[src/rtl/uart_rx_param.sv]
// ----------------------------------------------------------------------------
// uart_rx_param
//
// Parameterised UART receiver. Oversamples an asynchronous serial line with a
// per-bit counter, assembles DATA_BITS data bits LSB-first and checks
// STOP_BITS stop bits (and, optionally, one parity bit). Each completed frame is
// handed to the consumer through a single holding register with a level-valid
// flag and explicit acknowledge.
//
// Optional feature:
//   UART_RX_PARITY_EN  defined   -> a parity bit follows the data bits and is
//                                   checked (even, or odd when PARITY_ODD = 1).
//                      undefined -> frame is start + data + stop;
//                                   o_parity_err is constant 0.
//
// Parameters:
//   CLK_PER_BIT  clock cycles per bit period (4..65535)
//   DATA_BITS    data bits per frame (5..8)
//   STOP_BITS    stop bits checked per frame (1 or 2)
//   PARITY_ODD   0 = even parity, 1 = odd parity
//
// Ports:
//   i_clk         system clock, rising edge
//   i_rst_n       asynchronous active-low reset
//   i_rx_serial   serial line, idle high, asynchronous to i_clk
//   i_rx_ack      consumer acknowledge; clears o_rx_dv and all flags
//   o_rx_data     held byte, bits above DATA_BITS-1 are zero
//   o_rx_dv       held byte not yet acknowledged
//   o_frame_err   held byte's frame had a low stop sample
//   o_parity_err  held byte's frame had a parity mismatch
//   o_overrun     sticky: a frame completed while o_rx_dv was high
//   o_busy        receiver is inside a frame (FSM not idle)
// ----------------------------------------------------------------------------
module uart_rx_param #(
    parameter int unsigned CLK_PER_BIT = 868,
    parameter int unsigned DATA_BITS   = 8,
    parameter int unsigned STOP_BITS   = 1,
    parameter int unsigned PARITY_ODD  = 0
) (
    input  logic       i_clk,
    input  logic       i_rst_n,
    input  logic       i_rx_serial,
    input  logic       i_rx_ack,
    output logic [7:0] o_rx_data,
    output logic       o_rx_dv,
    output logic       o_frame_err,
    output logic       o_parity_err,
    output logic       o_overrun,
    output logic       o_busy
);

    localparam int unsigned   CntW     = $clog2(CLK_PER_BIT);
    localparam logic [CntW-1:0] CntBit  = CntW'(CLK_PER_BIT - 1);
    localparam logic [CntW-1:0] CntHalf = CntW'((CLK_PER_BIT - 1) / 2);
    localparam logic [2:0]    LastData = 3'(DATA_BITS - 1);
    localparam logic          LastStop = 1'(STOP_BITS - 1);
    localparam logic          ParOdd   = 1'(PARITY_ODD);

    typedef enum logic [2:0] {
        StIdle     = 3'd0,
        StStart    = 3'd1,
        StData     = 3'd2,
`ifdef UART_RX_PARITY_EN
        StParity   = 3'd3,
`endif
        StStop     = 3'd4,
        StWaitHigh = 3'd5
    } state_e;

    state_e          state_q;
    logic [1:0]      sync_q;
    logic [1:0]      vld_q;      // fills with ones once the synchroniser holds real line data
    logic            armed_q;    // line has been seen high since reset
    logic [CntW-1:0] cnt_q;
    logic [2:0]      bit_idx_q;
    logic            stop_idx_q;
    logic [7:0]      shift_q;
    logic            ferr_q;     // framing error of the frame in flight
    logic            deliver_q;  // final stop sampled last cycle
    logic [7:0]      data_q;
    logic            dv_q;
    logic            frame_err_q;
    logic            overrun_q;
`ifdef UART_RX_PARITY_EN
    logic            perr_q;
    logic            parity_err_q;
`endif

    logic rx;
    assign rx = sync_q[1];

    always_ff @(posedge i_clk or negedge i_rst_n) begin
        if (!i_rst_n) begin
            state_q      <= StIdle;
            sync_q       <= 2'b11;
            vld_q        <= 2'b00;
            armed_q      <= 1'b0;
            cnt_q        <= '0;
            bit_idx_q    <= 3'd0;
            stop_idx_q   <= 1'b0;
            shift_q      <= 8'h00;
            ferr_q       <= 1'b0;
            deliver_q    <= 1'b0;
            data_q       <= 8'h00;
            dv_q         <= 1'b0;
            frame_err_q  <= 1'b0;
            overrun_q    <= 1'b0;
`ifdef UART_RX_PARITY_EN
            perr_q       <= 1'b0;
            parity_err_q <= 1'b0;
`endif
        end else begin
            sync_q    <= {sync_q[0], i_rx_serial};
            vld_q     <= {vld_q[0], 1'b1};
            deliver_q <= 1'b0;
            // A line already low when reset releases is not a falling edge;
            // require a genuine high level first.
            if (vld_q[1] && rx) begin
                armed_q <= 1'b1;
            end

            case (state_q)
                StIdle: begin
                    cnt_q <= '0;
                    if (armed_q && !rx) begin
                        state_q <= StStart;
                    end
                end
                StStart: begin
                    if (cnt_q == CntHalf) begin
                        cnt_q <= '0;
                        if (!rx) begin
                            state_q   <= StData;
                            bit_idx_q <= 3'd0;
                            shift_q   <= 8'h00;
                            ferr_q    <= 1'b0;
`ifdef UART_RX_PARITY_EN
                            perr_q    <= 1'b0;
`endif
                        end else begin
                            state_q <= StIdle;
                        end
                    end else begin
                        cnt_q <= cnt_q + CntW'(1);
                    end
                end
                StData: begin
                    if (cnt_q == CntBit) begin
                        cnt_q              <= '0;
                        shift_q[bit_idx_q] <= rx;
                        if (bit_idx_q == LastData) begin
                            stop_idx_q <= 1'b0;
`ifdef UART_RX_PARITY_EN
                            state_q    <= StParity;
`else
                            state_q    <= StStop;
`endif
                        end else begin
                            bit_idx_q <= bit_idx_q + 3'd1;
                        end
                    end else begin
                        cnt_q <= cnt_q + CntW'(1);
                    end
                end
`ifdef UART_RX_PARITY_EN
                StParity: begin
                    if (cnt_q == CntBit) begin
                        cnt_q      <= '0;
                        stop_idx_q <= 1'b0;
                        state_q    <= StStop;
                        if (rx != ((^shift_q) ^ ParOdd)) begin
                            perr_q <= 1'b1;
                        end
                    end else begin
                        cnt_q <= cnt_q + CntW'(1);
                    end
                end
`endif
                StStop: begin
                    if (cnt_q == CntBit) begin
                        cnt_q <= '0;
                        if (!rx) begin
                            ferr_q <= 1'b1;
                        end
                        if (stop_idx_q == LastStop) begin
                            deliver_q <= 1'b1;
                            // A low stop may be a break: stay out of IDLE until
                            // the line returns high.
                            state_q   <= (!rx || ferr_q) ? StWaitHigh : StIdle;
                        end else begin
                            stop_idx_q <= 1'b1;
                        end
                    end else begin
                        cnt_q <= cnt_q + CntW'(1);
                    end
                end
                StWaitHigh: begin
                    cnt_q <= '0;
                    if (rx) begin
                        state_q <= StIdle;
                    end
                end
                default: state_q <= StIdle;
            endcase

            // Holding register. An ack in the delivery cycle retires the old
            // byte, so the new one takes its place without an overrun.
            if (deliver_q) begin
                if (!dv_q || i_rx_ack) begin
                    data_q       <= shift_q;
                    frame_err_q  <= ferr_q;
`ifdef UART_RX_PARITY_EN
                    parity_err_q <= perr_q;
`endif
                    dv_q         <= 1'b1;
                    if (i_rx_ack) begin
                        overrun_q <= 1'b0;
                    end
                end else begin
                    overrun_q <= 1'b1;
                end
            end else if (i_rx_ack && dv_q) begin
                dv_q         <= 1'b0;
                frame_err_q  <= 1'b0;
`ifdef UART_RX_PARITY_EN
                parity_err_q <= 1'b0;
`endif
                overrun_q    <= 1'b0;
            end
        end
    end

    assign o_rx_data   = data_q;
    assign o_rx_dv     = dv_q;
    assign o_frame_err = frame_err_q;
    assign o_overrun   = overrun_q;
    assign o_busy      = (state_q != StIdle);
`ifdef UART_RX_PARITY_EN
    assign o_parity_err = parity_err_q;
`else
    // Parity sense is meaningless without the parity stage; the flag is constant 0.
    assign o_parity_err = ParOdd & 1'b0;
`endif

endmodule

[config.mk]
export PLATFORM = sky130hd
export DESIGN_NAME = uart_rx_param
export DESIGN_NICKNAME = d
export VERILOG_FILES = /design/src/rtl/uart_rx_param.sv
export SDC_FILE = /design/constraint.sdc
export NUM_CORES = 1
export LEC_CHECK = 0
export CORE_MARGIN = 3
export CORE_UTILIZATION = 40
export CTS_CLUSTER_SIZE = 16
export DETAILED_ROUTE_END_ITERATION = 10
export REMOVE_ABC_BUFFERS = 1
export SYNTH_ARGS = -nofsm -noshare
export SYNTH_HDL_FRONTEND = slang
export SYNTH_SLANG_ARGS = --single-unit
[constraint.sdc]
create_clock -name i_clk -period 2.4 [get_ports i_clk]
set_clock_uncertainty 0.2 [all_clocks]
set_input_delay 0.36 -clock i_clk [delete_from_list [all_inputs] [get_ports i_clk]]
set_output_delay 0.36 -clock i_clk [all_outputs]
set_load 0.005 [all_outputs]
## Yosys cells after proc, flatten, opt, wreduce, memory -nomap -nowiden

Cells that the tools add are included.

| storage, ports and cells | value |
|---|---|
| memory bits (read-only) | 0 |
| latch bits | 0 |
| register bits | 43 |
| memories | 0 |
| input bits | 4 |
| bits in writable memories | 0 |

| operators by class | value |
|---|---|
| $lt $le $gt $ge | 2 |
| $mul | 0 |
| reduce and logical (&&, ||, !) cells | 25 |
| equality and inequality tests | 19 |
| shift-type cells | 0 |
| div/mod/pow operators | 0 |
| muxes and demuxes | 46 |
| add/subtract/negate cells | 2 |
| bitwise logic cells | 0 |

Operators by type and width:

| cell | count |
|---|---|
| $mux 3 | 12 |
| $pmux 10 s3 | 1 |
| $mux 8 | 3 |
| $mux 1 | 20 |
| $mux 10 | 2 |
| $ne 2x2->1 const B | 10 |
| $pmux 8 s2 | 1 |
| $pmux 3 s5 | 1 |
| $add 10x1->10 const B | 1 |
| $eq 10x10->1 const B | 1 |
| $eq 10x9->1 const B | 1 |
| $reduce_and 5->1 | 2 |
| $eq 3x3->1 const B | 3 |
| $bwmux 8 | 1 |
| $reduce_and 4->1 | 2 |
| $reduce_bool 2->1 | 4 |
| $reduce_and 7->1 | 1 |
| $pmux 3 s2 | 1 |
| $reduce_and 2->1 | 3 |
| $reduce_bool 3->1 | 2 |
| $logic_and 1x1->1 | 4 |
| $lt 3x4->1 const B | 1 |
| $pmux 1 s2 | 2 |
| $reduce_or 2->1 | 2 |
| other kinds (11) | 13 |

## Depth between registers and ports, before layout

| logic depth | value |
|---|---|
| depth in word-level cells | 7 |
| mapped depth | 7 |
| mapped depth without buffers | 7 |

## Worst setup path after synthesis

Ideal clock, no wire load.

| timing | value |
|---|---|
| path type | reg-to-reg |
| from | register cnt_q[3] |
| to | register shift_q[0] |
| cell stages (with the launch flop) | 7 |
| arrival time | 1.805 ns |
| data required time | 2.108 ns |
| setup slack | 0.303 ns |
| path through | dfrtp_1 or3b_1 buf_2 nor3_4 nand2_2 or3_4 o31ai_2 |

| between the ends | value |
|---|---|
| word-level cells in the longest chain between the ends | 3 |

RTL lines:

| element | RTL line | RTL |
|---|---|---|
| start, declared | 74 | `logic [CntW-1:0] cnt_q;` |
| start signal, assigned | 144 | `cnt_q <= cnt_q + CntW'(1);` |
| start signal, assigned | 162 | `cnt_q <= cnt_q + CntW'(1);` |
| start signal, assigned | 194 | `cnt_q <= cnt_q + CntW'(1);` |
| $eq 10x10->1 or $eq 10x9->1 (tied branches) | 148, 130 |  |
| $ne 2x2->1 (no line) | -- |  |
| $reduce_and 4->1 (no line) * | -- |  |
| end signal, assigned by index | 150 | `shift_q[bit_idx_q] <= rx;` |
| end, declared | 77 | `logic [7:0] shift_q;` |

Every way passes the cells marked *; elsewhere a longest branch is shown, timed or not.
A chain may end at the register's enable or synchronous reset.

## Worst setup path after layout

| timing | value |
|---|---|
| from | register cnt_q[3] |
| to | register cnt_q[8] |

| between the ends | value |
|---|---|
| word-level cells in the longest chain between the ends | 3 |

RTL lines:

| element | RTL line | RTL |
|---|---|---|
| $add 10x1->10, or another cell as far along | 144, 162, 194 |  |
| $mux 10 (on tied branches) | 148, 180, 130 |  |
| $pmux 10 s3 * | 122 | `case (state_q)` |

Marked as above.

==> flow_summary_export.csv <==
group,metric,value,unit
clocking,htree_levels,2,
power_and_ir_drop,leakage,1.08,nW
power_and_ir_drop,power.internal,0.00108,W
clocking,cts_inserted_buffers,5,
power_and_ir_drop,cellPowerDensity,612,nW/um2
min_path,hold_path.class,"register to register",
floorplanning,fp-row-count,25,
worst_setup_path,slowest_stage,"or3b_1",
worst_setup_path,path_cells,"or3b_1 > nor3_1 > o22ai_1 > nor2_1 > o21ai_1",
timing,setup_viol_count_final,0,
synth,synth-main-ff-cell,"dfrtp_1",
synth,synthArstFlopShare,1.00,
global_route,track_usage,0.155,
synth,ys_types,50,
global_route,grt_pass1_vias,1595,
placement,placed_area,2330,um2
worst_setup_path,worstPathMaxFanout,6,
timing,layout_min_cycle_time,2.24,ns
power_and_ir_drop,power.switching,0.000413,W
clocking,cts_tree,"yes",
clocking,clk_pin_slew,0.08,ns
clocking,cts_setup_buffers,0,
cells_and_area,n_antenna_cell,0,
synth,synth_largest_area_cell,"dfrtp_1",
floorplanning,die_w,78.2,um
power_and_ir_drop,seqPwrFrac,0.559,
floorplanning,core_area,4880,um2
synth,syn_avg_cell_area,9.99,um2
cells_and_area,stdcell_area,2430,um2
placement,gp_congestion,0.901,
timing,worst_pin_slew,0.514,ns
synth,synthAdderAreaFrac,0.0240,
clocking,root_buffer,"clkbuf_8",
worst_setup_path,path_buf_inv,0,
placement,portBuffers,15,
synth,synth_top_area_share,0.480,
synth,ys_seq_area_frac,0.505,
timing,max_slew_margin,0.657,
clocking,cts.sinks,42,
synth,synthSimpleGateAreaFrac,0.194,
cells_and_area,utilization,0.499,
route,dr.pass1.iters,4,
timing,tns,0,ns
route,drt_iter0_markers,67,
route,routedWlPerCell,14.1,um
power_and_ir_drop,clkPwrFrac,0.317,
placement,dp_hpwl,3.05,mm
global_route,antenna_found_initial,0,
floorplanning,num_io_pins,17,
worst_setup_path,worst_setup_path_end_kind,"register",
timing,rsz0062_at_grt,"false",
worst_setup_path,max_stage_delay,0.50,ns
timing,hold_violations,0,
cells_and_area,nets,238,
floorplanning,die_h,78.2,um
power_and_ir_drop,p_sw_frac,0.278,
synth,synth_compound_area_frac,0.177,
route,drc,0,
floorplanning,start_util,0.428,
synth,synth_seq_cells,42,
synth,synth_area,2090,um2
global_route,grt_pass1_wl,7.61,mm
worst_setup_path,worstSetupPathType,"register to register",
timing,max_freq,446,MHz
timing,fin_crit_sh,0.934,
run,maxCapViolations,0,
route,postRouteAntennaNets,0,
synth,synthXorXnorAreaFrac,0.00420,
power_and_ir_drop,combPwrFrac,0.123,
route,vias,1629,
synth,syn_inst,209,
synth,synth_top_family_by_area,"simple AND/OR/NAND/NOR gates",
worst_setup_path,critical_path_required,2.37,ns
clocking,clockBufferDepth,2,
worst_setup_path,critPathLaunchType,"register",
floorplanning,dieArea,6120,um2
synth,synthMuxAreaShare,0.0588,
worst_setup_path,rrSetupSlack,0.16,ns
synth,synthTopCellsByArea,"dfrtp_1 (48%), mux2_2 (5.4%), o21ai_1 (3.4%), nand3_1 (3.1%), nand2_1 (3.1%)",
cells_and_area,layout-drive-gt1-share,0.143,
global_route,grt-ovfl-total,0,
route,vias_per_cell,5.47,
status,status,"completed",
clocking,clock_latency,0.29,ns
timing,slew_viol_final,0,
worst_setup_path,crit_arrival,2.21,ns
synth,synth_edf_count,0,
global_route,grt_max_degree,43,
power_and_ir_drop,ir_drop,0.335,mV
synth,synth_warnings,0,
cells_and_area,areaGrowthSynthToFinish,16.7,%
route,drt-total-wl,4.22,mm
worst_setup_path,critPathTopFamily,"simple AND/OR/NAND/NOR gates",
## stage by stage
step | hold slack (ns) | setup WS [ns] | cells | total power, W
global route | 0.163 | 0.00249 | 298 | 0.00158
floorplan | -0.136 | 0.320 | 200 | 0.000950
CTS | 0.160 | 0.129 | 298 | 0.00151
detailed placement | 0.141 | 0.140 | 289 | 0.00103
global placement | 0.135 | 0.208 | 289 | 0.00103
finish | 0.155 | 0.159 | 298 | 0.00149
## final cells by class
| type | instances | area, um2 |
|---|---|---|
| clock buffer | 6 | 82.6 |
| clock inverter | 2 | 12.5 |
| fill | 475 | 2440 |
| inverter | 8 | 30.0 |
| multi-input combinational | 150 | 965 |
| sequential | 42 | 1050 |
| tap | 67 | 83.8 |
| timing repair buffer | 23 | 208 |
## path summary, 6_finish.rpt
path                            startpoint         to  cells after the start
worst max register to register    cnt_q[3]   cnt_q[8]                      5
worst min register to register    vld_q[0]   vld_q[1]                      0
min in group asynchronous          i_rst_n   cnt_q[5]                      3
worst max-delay path              cnt_q[3]   cnt_q[8]                      5
worst min-delay path              vld_q[0]   vld_q[1]                      0
max in group asynchronous          i_rst_n  sync_q[1]                      3
## state kept, by name, summed over array words and instances (netlist names), 2 cells and up
| register | count |
|---|---|
| bit_idx_q | 3 |
| cnt_q | 10 |
| o_rx_data | 8 |
| shift_q | 8 |
| state_q | 3 |
| sync_q | 2 |
| vld_q | 2 |
## power by group through the flow
| stage | registers (W) | logic (W) | clock network (W) |
|---|---|---|---|
| global route | 0.000843 | 0.000211 | 0.000522 |
| CTS | 0.000831 | 0.000188 | 0.000491 |
| global placement | 0.000843 | 0.000186 | 0 |
| detailed placement | 0.000843 | 0.000187 | 0 |
| finish | 0.000833 | 0.000184 | 0.000473 |
| floorplan | 0.000830 | 0.000120 | 0 |
## logic make-up after synthesis
family	count (synthesis)
and+or+nand+nor	76
AOI/OAI and AO/OA	56
DFF	42
buffers and inverters	17
muxes	11
adders and majority gates	4
other	2
xor gates and xnor gates	1
## worst reg2reg max path: stages, from the launching register on
cell and delay (ns):
dfrtp_1 0.43, or3b_1 0.50, nor3_1 0.41, o22ai_1 0.23
nor2_1 0.23, o21ai_1 0.12
## per-layer routing
metal	vias to the layer above	global-route usage	part of all wire
li1	812	-	-
met1	774	0.195	0.47
met2	36	0.261	0.48
met3	7	0.0356	0.036
met4	0	0.0559	0.015
met5	-	0	0
## cells in the mapped netlist (4+ instances only)
cell type  instances
nor2_1            17
a31oi_1            4
o21ai_1           14
nand3_1           13
inv_1              8
nand2_1           17
ha_1               4
mux2_2            10
o21ai_0           10
dfrtp_1           40
clkbuf_1           6
nand2b_1           7
## cell usage in the layout (no fill, tap or decap), types with 4 or more instances in the layout
| master | count |
|---|---|
| inv_1 | 8 |
| ha_1 | 4 |
| clkdlybuf4s50_1 | 14 |
| nor2_1 | 17 |
| a31oi_1 | 4 |
| dfrtp_1 | 40 |
| nand2_1 | 17 |
| clkbuf_8 | 6 |
| nand3_1 | 13 |
| o21ai_1 | 14 |
| buf_4 | 7 |
| mux2_2 | 10 |
| nand2b_1 | 7 |
| o21ai_0 | 10 |
## what timing repair did
item	in CTS	in global routing
setup endpoints to repair	0	2
gates resized for setup	0	1
hold buffers	1	0
endpoints found under the hold margin	40	0
No activity file was read; power rests on OpenSTA's default activity.
